### src/rtl/keypad_scanner.sv
// 4x4 matrix keypad scanner with full-scan debounce.
// Drives one column low at a time and commits one key per press.
module keypad_scanner #(
    parameter int SCAN_CYCLES    = 100000,
    parameter int DEBOUNCE_SCANS = 4
) (
    input  logic       clk,
    input  logic       rst_n,
    input  logic [3:0] row,
    output logic [3:0] col,
    output logic [3:0] dec,
    output logic       button_pressed,
    output logic       key_strobe
);

    localparam int TW = $clog2(SCAN_CYCLES);
    localparam int SW = $clog2(DEBOUNCE_SCANS + 1);
    localparam logic [TW-1:0] TICK_LAST  = TW'(SCAN_CYCLES - 1);
    localparam logic [SW-1:0] STABLE_MAX = SW'(DEBOUNCE_SCANS);

    logic [3:0]    row_meta_q;
    logic [3:0]    row_sync_q;
    logic [TW-1:0] tick_q;
    logic [1:0]    col_idx_q;
    logic [3:0]    col_q;
    logic          acc_present_q;
    logic [3:0]    acc_code_q;
    logic          prev_present_q;
    logic [3:0]    prev_code_q;
    logic [SW-1:0] stable_q;
    logic [SW-1:0] stable_d;
    logic          pressed_q;
    logic [3:0]    dec_q;
    logic          strobe_q;

    logic          slot_end;
    logic          scan_end;
    logic          col_hit;
    logic [1:0]    hit_row;
    logic [3:0]    col_code;
    logic          res_present;
    logic [3:0]    res_code;
    logic          same;
    logic          settled;
    logic          commit_press;
    logic          commit_release;

    // Hex code printed on the key at (row r, column c).
    function automatic logic [3:0] key_code(input logic [1:0] r,
                                            input logic [1:0] c);
        logic [3:0] k;
        case ({r, c})
            4'b00_00: k = 4'h1;
            4'b00_01: k = 4'h2;
            4'b00_10: k = 4'h3;
            4'b00_11: k = 4'hA;
            4'b01_00: k = 4'h4;
            4'b01_01: k = 4'h5;
            4'b01_10: k = 4'h6;
            4'b01_11: k = 4'hB;
            4'b10_00: k = 4'h7;
            4'b10_01: k = 4'h8;
            4'b10_10: k = 4'h9;
            4'b10_11: k = 4'hC;
            4'b11_00: k = 4'h0;
            4'b11_01: k = 4'hF;
            4'b11_10: k = 4'hE;
            default:  k = 4'hD;
        endcase
        return k;
    endfunction

    assign slot_end = (tick_q == TICK_LAST);
    assign scan_end = slot_end && (col_idx_q == 2'd3);
    assign col_hit  = (row_sync_q != 4'hF);

    // Lowest-numbered low row in the currently driven column wins.
    always_comb begin
        hit_row = 2'd3;
        if (!row_sync_q[0])      hit_row = 2'd0;
        else if (!row_sync_q[1]) hit_row = 2'd1;
        else if (!row_sync_q[2]) hit_row = 2'd2;
    end

    assign col_code    = key_code(hit_row, col_idx_q);
    assign res_present = acc_present_q | col_hit;
    assign res_code    = acc_present_q ? acc_code_q :
                         (col_hit ? col_code : 4'h0);

    assign same = (res_present == prev_present_q) &&
                  (res_code == prev_code_q);

    // Stable-scan count after this scan result is folded in.
    always_comb begin
        stable_d = SW'(1);
        if (same) begin
            stable_d = (stable_q == STABLE_MAX) ? stable_q
                                                : stable_q + SW'(1);
        end
    end

    assign settled        = (stable_d == STABLE_MAX);
    assign commit_press   = scan_end && settled && res_present && !pressed_q;
    assign commit_release = scan_end && settled && !res_present && pressed_q;

    // Two-flop synchronizer; idle rows read as all-high.
    always_ff @(posedge clk or negedge rst_n) begin
        if (!rst_n) begin
            row_meta_q <= 4'hF;
            row_sync_q <= 4'hF;
        end else begin
            row_meta_q <= row;
            row_sync_q <= row_meta_q;
        end
    end

    // Slot timer and one-cold column rotation.
    always_ff @(posedge clk or negedge rst_n) begin
        if (!rst_n) begin
            tick_q    <= '0;
            col_idx_q <= 2'd0;
            col_q     <= 4'b1110;
        end else if (slot_end) begin
            tick_q    <= '0;
            col_idx_q <= col_idx_q + 2'd1;
            col_q     <= {col_q[2:0], col_q[3]};
        end else begin
            tick_q <= tick_q + TW'(1);
        end
    end

    // First hit of the scan in progress, cleared when the scan closes.
    always_ff @(posedge clk or negedge rst_n) begin
        if (!rst_n) begin
            acc_present_q <= 1'b0;
            acc_code_q    <= 4'h0;
        end else if (scan_end) begin
            acc_present_q <= 1'b0;
            acc_code_q    <= 4'h0;
        end else if (slot_end && !acc_present_q && col_hit) begin
            acc_present_q <= 1'b1;
            acc_code_q    <= col_code;
        end
    end

    // Scan-to-scan comparison for debounce.
    always_ff @(posedge clk or negedge rst_n) begin
        if (!rst_n) begin
            prev_present_q <= 1'b0;
            prev_code_q    <= 4'h0;
            stable_q       <= '0;
        end else if (scan_end) begin
            prev_present_q <= res_present;
            prev_code_q    <= res_code;
            stable_q       <= stable_d;
        end
    end

    // Committed key state and single-cycle press strobe.
    always_ff @(posedge clk or negedge rst_n) begin
        if (!rst_n) begin
            pressed_q <= 1'b0;
            dec_q     <= 4'h0;
            strobe_q  <= 1'b0;
        end else begin
            strobe_q <= commit_press;
            if (commit_press) begin
                pressed_q <= 1'b1;
                dec_q     <= res_code;
            end else if (commit_release) begin
                pressed_q <= 1'b0;
            end
        end
    end

    assign col            = col_q;
    assign dec            = dec_q;
    assign button_pressed = pressed_q;
    assign key_strobe     = strobe_q;

endmodule

### config.mk
export PLATFORM = sky130hd
export DESIGN_NAME = keypad_scanner
export DESIGN_NICKNAME = d
export VERILOG_FILES = /design/src/rtl/keypad_scanner.sv
export SDC_FILE = /design/constraint.sdc
export NUM_CORES = 1
export LEC_CHECK = 0
export ABC_AREA = 0
export BUFFER_PORTS_ARGS = -buffer_cell sky130_fd_sc_hd__buf_4
export CAP_MARGIN = 20
export CORE_MARGIN = 5
export CORE_UTILIZATION = 60
export DETAILED_ROUTE_END_ITERATION = 16
export PLACE_DENSITY_LB_ADDON = 0.15
export REMOVE_ABC_BUFFERS = 1
export SKIP_LAST_GASP = 1
export SLEW_MARGIN = 20
export SYNTH_ARGS = -nofsm -noshare
export SYNTH_HDL_FRONTEND = slang
export SYNTH_SLANG_ARGS = --single-unit
### constraint.sdc
create_clock -name clk -period 2.9 [get_ports clk]
set_input_delay 0.145 -clock clk [delete_from_list [all_inputs] [get_ports clk]]
set_output_delay 0.145 -clock clk [all_outputs]
set_load 0.01 [all_outputs]
---- Yosys cells after proc, flatten, opt, wreduce, memory -nomap -nowiden ----
Memories as Yosys holds them, arrays and structs flattened.
Cells that the tools add are included.
storage, ports and cells
  bits of input ports ..................... 6
  ROM bits ................................ 64
  memory bits (writable) .................. 0
  flip-flop bits (word level) ............. 50
  memories kept ........................... 1
  latch bits .............................. 0
  output and inout bits ................... 10
cells by class
  multiply operators ...................... 0
  multiplexer cells ....................... 14
  bitwise operators ....................... 1
  div/mod/pow operators ................... 0
  equal/unequal tests ..................... 7
  $lt $le $gt $ge ......................... 0
  add/sub/neg operators ................... 3
  shift-type cells ........................ 0
  reduce and logical (&&, ||, !) cells .... 14
memories
  memory            depth  width  rd ports  clocked after Yosys merged registers in  write ports  RTL line  text
  (name not given)  16     4      1         0                                        0            52        case ({r, c})
operators by type and width
  operator                                                          count
  17-bit by 1-bit adder with 17-bit output (second input constant)  1
  17-bit equality test (second input constant)                      1
  17-bit 2-to-1 mux                                                 1
  4-bit 2-to-1 mux                                                  4
  1-bit logical AND                                                 9
  3-bit equality test (second input constant)                       2
  3-bit 2-to-1 mux                                                  2
  1-bit 2-to-1 mux                                                  5
  4-bit equality test                                               1
  2-bit 2-to-1 mux                                                  2
  4-bit != test (second input constant)                             1
  2-bit nonzero test                                                2
  3-bit by 1-bit adder with 3-bit output (second input constant)    1
  1-bit logical NOT                                                 3
  2-bit by 1-bit adder with 2-bit output (second input constant)    1
  2-bit equality test (second input constant)                       1
  1-bit equality test                                               1
  1-bit bitwise OR                                                  1

---- Depth between registers and ports, before layout ----
An unclocked memory read counts as a cell.
  depth in word-level cells ............... 15
  depth in mapped cells ................... 8
  gate-level depth less buffers ........... 8

---- Worst setup path after synthesis ----
No wires, ideal clock.
  path type ............................... reg2reg
  start point ............................. register col_idx_q[0]
  end point ............................... register stable_q[2]
  period minus slack after synthesis ...... 2.464 ns
  arrival time ............................ 2.387 ns
  path slack .............................. 0.436 ns
  data required time ...................... 2.823 ns
  cell stages (with the launch flop) ...... 8
  cell sequence ........................... dfrtp_1 ha_1 nor2b_1 a22o_1 or3_1 a221o_2 or4_1 a21oi_1
on the way
  longest elaborated chain between the ends .. 6
RTL lines
  item                    RTL line  text
  from (decl)             24        logic [1:0] col_idx_q;
  from (signal assigned)  125       col_idx_q <= col_idx_q + 2'd1;
  memory 16 x 4 bit       --
  4-bit 2-to-1 mux        88        (col_hit ? col_code : 4'h0);
  4-bit 2-to-1 mux        87        assign res_code = acc_present_q ? acc_code_q :
  4-bit equality test     91        (res_code == prev_code_q);
  1-bit logical AND       90        assign same = (res_present == prev_present_q) &&
  3-bit 2-to-1 mux        96        if (same) begin
  to (signal assigned)    155       stable_q <= stable_d;
  to (decl)               30        logic [SW-1:0] stable_q;
Parallel ways exist; a longest one is shown, timed or not.
A chain may end at the register's enable or synchronous reset.

---- Worst setup path after layout ----
  start point ............................. register col_idx_q[0]
  end point ............................... register dec_q[2] (netlist: dec[2])
on the way
  longest elaborated chain between the ends .. 10
RTL lines
  item                              RTL line  text
  memory 16 x 4 bit                 --
  4-bit 2-to-1 mux                  88
  4-bit 2-to-1 mux                  87
  4-bit equality test               91
  1-bit logical AND                 90
  3-bit 2-to-1 mux                  96
  3-bit equality test               102       assign settled = (stable_d == STABLE_MAX);
  1-bit logical AND * (3 in a row)  103       assign commit_press = scan_end && settled && res_present && !pressed_q;
  via commit_press                  45        logic commit_press;
  to (signal assigned)              169       dec_q <= res_code;
  to (decl)                         33        logic [3:0] dec_q;
The timed path passes the listed nets; every way through them passes the cells marked *.

==> impl_metrics.json <==
{
  "crit_type": "register to register",
  "syn_area_per_cell_um2": 10.46,
  "port_buffers": 15,
  "period_minus_slack_ns": 2.647,
  "final-max-slew-violation-count": 0,
  "detail_route.first_pass.iterations": 4,
  "io_pins": 16,
  "synth.yosys.seq_area_share": 0.5148,
  "crit-reg2reg-capture": "dec[2]$_DFFE_PN0P_",
  "tritoncts": "yes",
  "final_core_utilization": 0.6931,
  "leakage_power_nw": 1.207,
  "grt_start_max_net_pins": 51,
  "post_drt_wl_per_cell_um": 13.99,
  "postCtsSetupBuffers": 0,
  "post_dp_cell_area_um2": 2623,
  "hold_buffer_count_at_cts": 5,
  "timing.setup.tns_ns": 0,
  "whs_path_depth": 0,
  "worst_hold_path_class": "register to register",
  "worst_hold_slack_ns": 0.3569,
  "ys_warn_count": 0,
  "synth_cells": 235,
  "drc": 0,
  "min_period_over_period": 0.9127,
  "worst_min_delay_path_startpoint": "row_meta_q[3]$_DFF_PN1_",
  "grt_setup_unrepaired": "no",
  "wl_mm": 4.322,
  "mappedNetlistArea_um2": 2457,
  "gp_congestion": 0.7468,
  "timing_worst_slew_pin_value_ns": 0.5872,
  "post_route_cells_drive_above_1_share": 0.1931,
  "worstPathMaxFanout": 5,
  "antenna_left": 0,
  "htree_levels": 2,
  "fmax_mhz": 377.8,
  "worst_setup_path_start_kind": "register",
  "critical_path.endpoint_type": "register",
  "required_ns": 3.12,
  "num_vias": 1770,
  "dominant_register_cell_in_the_synthesized_netlist": "dfrtp_1",
  "fraction_of_registers_with_async_set_or_reset_after_synthesis": 1.000,
  "std_cell_rows": 23,
  "grt_antenna_before_repair": 0,
  "layout.cell_area.non_filler_um2": 2753,
  "relSlewSlack": 0.6085,
  "reg2reg_depth": 8,
  "flow.area_growth_from_synthesis_pct": 12.02,
  "worstReg2RegStart": "col_idx_q[0]$_DFFE_PN0N_",
  "clockRootBuffer": "clkbuf_8",
  "initial_core_util": 0.6188,
  "ys_seq_elements": 50,
  "status": "finished clean",
  "vdd_ir_drop_max_uv": 263.0,
  "finalHoldViolCount": 0,
  "cap_viol_max_count": 0,
  "worstSkewPairLatency_ns": 0.30,
  "power.density_cell_area_nw_per_um2": 416.5,
  "cts.sink_count": 50,
  "skew_ns": 0.01217,
  "worstPathArrival_ns": 2.87,
  "grt_overflow_total": 0,
  "cts.repair.resized": 0,
  "final_nets": 271,
  "gr-usage-all-layers": 0.1809,
  "most-common-layout-cells": "dfrtp_1, nand2_1, buf_4, nor2_1",
  "cts.path.max_buffers": 2,
  "drt-vias-per-instance": 5.728,
  "clk_pin_slew_ns": 0.08,
  "dpl.hpwl_mm": 3.138,
  "die_width_um": 74.00,
  "number_of_flops_mapped_to_enable_cells_by_yosys": 0,
  "netlist-cell-type-count": 55,
  "setup_viol": 0,
  "hold_end": "row_sync_q[3]$_DFF_PN1_",
  "chipHeight_um": 74.00,
  "grt_pass1_vias": 1700,
  "grt_pass1_wl_mm": 7.624,
  "drt_initial_violations": 83,
  "antenna-diode-count": 0,
  "cts-buffers-inserted": 5,
  "timing.reg2reg.setup_slack_ns": 0.25,
  "die_area_um2": 5475,
  "final_common_cell": "dfrtp_1",
  "core_area_um2": 3971
}
layer usage:
| layer | global-route usage | up-vias | share of wire | wire length, um |
|---|---|---|---|---|
| li1 | - | 877 | - | - |
| met1 | 0.2413 | 842 | 0.47 | 2021 |
| met2 | 0.2874 | 43 | 0.47 | 2023 |
| met3 | 0.03919 | 8 | 0.043 | 186 |
| met4 | 0.07646 | 0 | 0.021 | 90 |
| met5 | 0 | - | 0 | 0 |
critical path, cell delays in order (launching register included):
cell and delay, ns:
dfrtp_1 0.41, inv_1 0.11, ha_1 0.33, mux2i_1 0.09, a221o_2 0.36, a21o_1 0.19, a221o_2 0.42, nor4_4 0.42
mux2i_1 0.26
cell type report:
class	count	area (um^2)
sequential	50	1265
inverter	12	45.04
multi-input combinational	166	1115
clock buffer	8	80.08
tap	50	62.56
fill	317	1219
timing repair buffer	23	185.2
worst max-delay path by stage:
stage	from	to	slack [ns]	cells after the start
finish	col_idx_q[0]$_DFFE_PN0N_	dec[2]$_DFFE_PN0P_	0.25	8
global route	row_sync_q[1]$_DFF_PN1_	dec[0]$_DFFE_PN0P_	0.07	6
CTS	col_idx_q[0]$_DFFE_PN0N_	dec[2]$_DFFE_PN0P_	0.26	8
detailed placement	col_idx_q[0]$_DFFE_PN0N_	dec[2]$_DFFE_PN0P_	0.27	8
global placement	col_idx_q[0]$_DFFE_PN0N_	dec[0]$_DFFE_PN0P_	0.36	8
floorplan	tick_q[12]$_DFF_PN0_	stable_q[1]$_DFFE_PN0P_	-0.56	4
cell families after synthesis:
group,count (synthesis),share of synthesized area
AND/OR/NAND/NOR,94,0.2057
flip-flops,50,0.5148
AO/OA/AOI/OAI,42,0.1141
buffers and inverters,19,0.03411
XOR/XNOR,15,0.06110
multiplexers,8,0.03462
adder cells (fa/ha/maj),7,0.03564
state kept, by name, summed over array words and instances, names as in the netlist, 2 cells and up:
name and flops:
acc_code_q 4, col 4, col_idx_q 2, dec 4, prev_code_q 4, row_meta_q 4, row_sync_q 4, stable_q 3
tick_q 17
synthesized netlist by cell type (4+ instances only):
| cell type | instances | area share |
|---|---|---|
| dfstp_2 | 11 | 0.12 |
| inv_1 | 12 | 0.018 |
| nand3_1 | 8 | 0.016 |
| nor2_1 | 13 | 0.020 |
| nor4_1 | 5 | 0.013 |
| nand2_1 | 36 | 0.055 |
| o21ai_0 | 12 | 0.024 |
| mux2i_1 | 6 | 0.024 |
| clkbuf_1 | 4 | 0.0061 |
| ha_1 | 7 | 0.036 |
| nor3_1 | 6 | 0.012 |
| xnor2_1 | 7 | 0.025 |
| xor2_1 | 7 | 0.025 |
| a21oi_1 | 9 | 0.018 |
| dfrtp_1 | 39 | 0.40 |
through the flow:
stage          total power [mW]  cells  setup slack (ns)
2_1_floorplan            0.7485    228           -0.5570
3_3_place_gp             0.7741    296            0.3613
3_5_place_dp             0.7741    296            0.2710
4_1_cts                   1.161    309            0.2598
5_1_grt                   1.193    309           0.06809
6_report                  1.147    309            0.2530
power by group:
part / total [mW] / switching, mW / internal (mW)
sequential: 0.714 / 0.00624 / 0.707
clock: 0.381 / 0.209 / 0.172
combinational: 0.0522 / 0.0307 / 0.0216
Note: power is estimated with default switching activity, not from simulation.
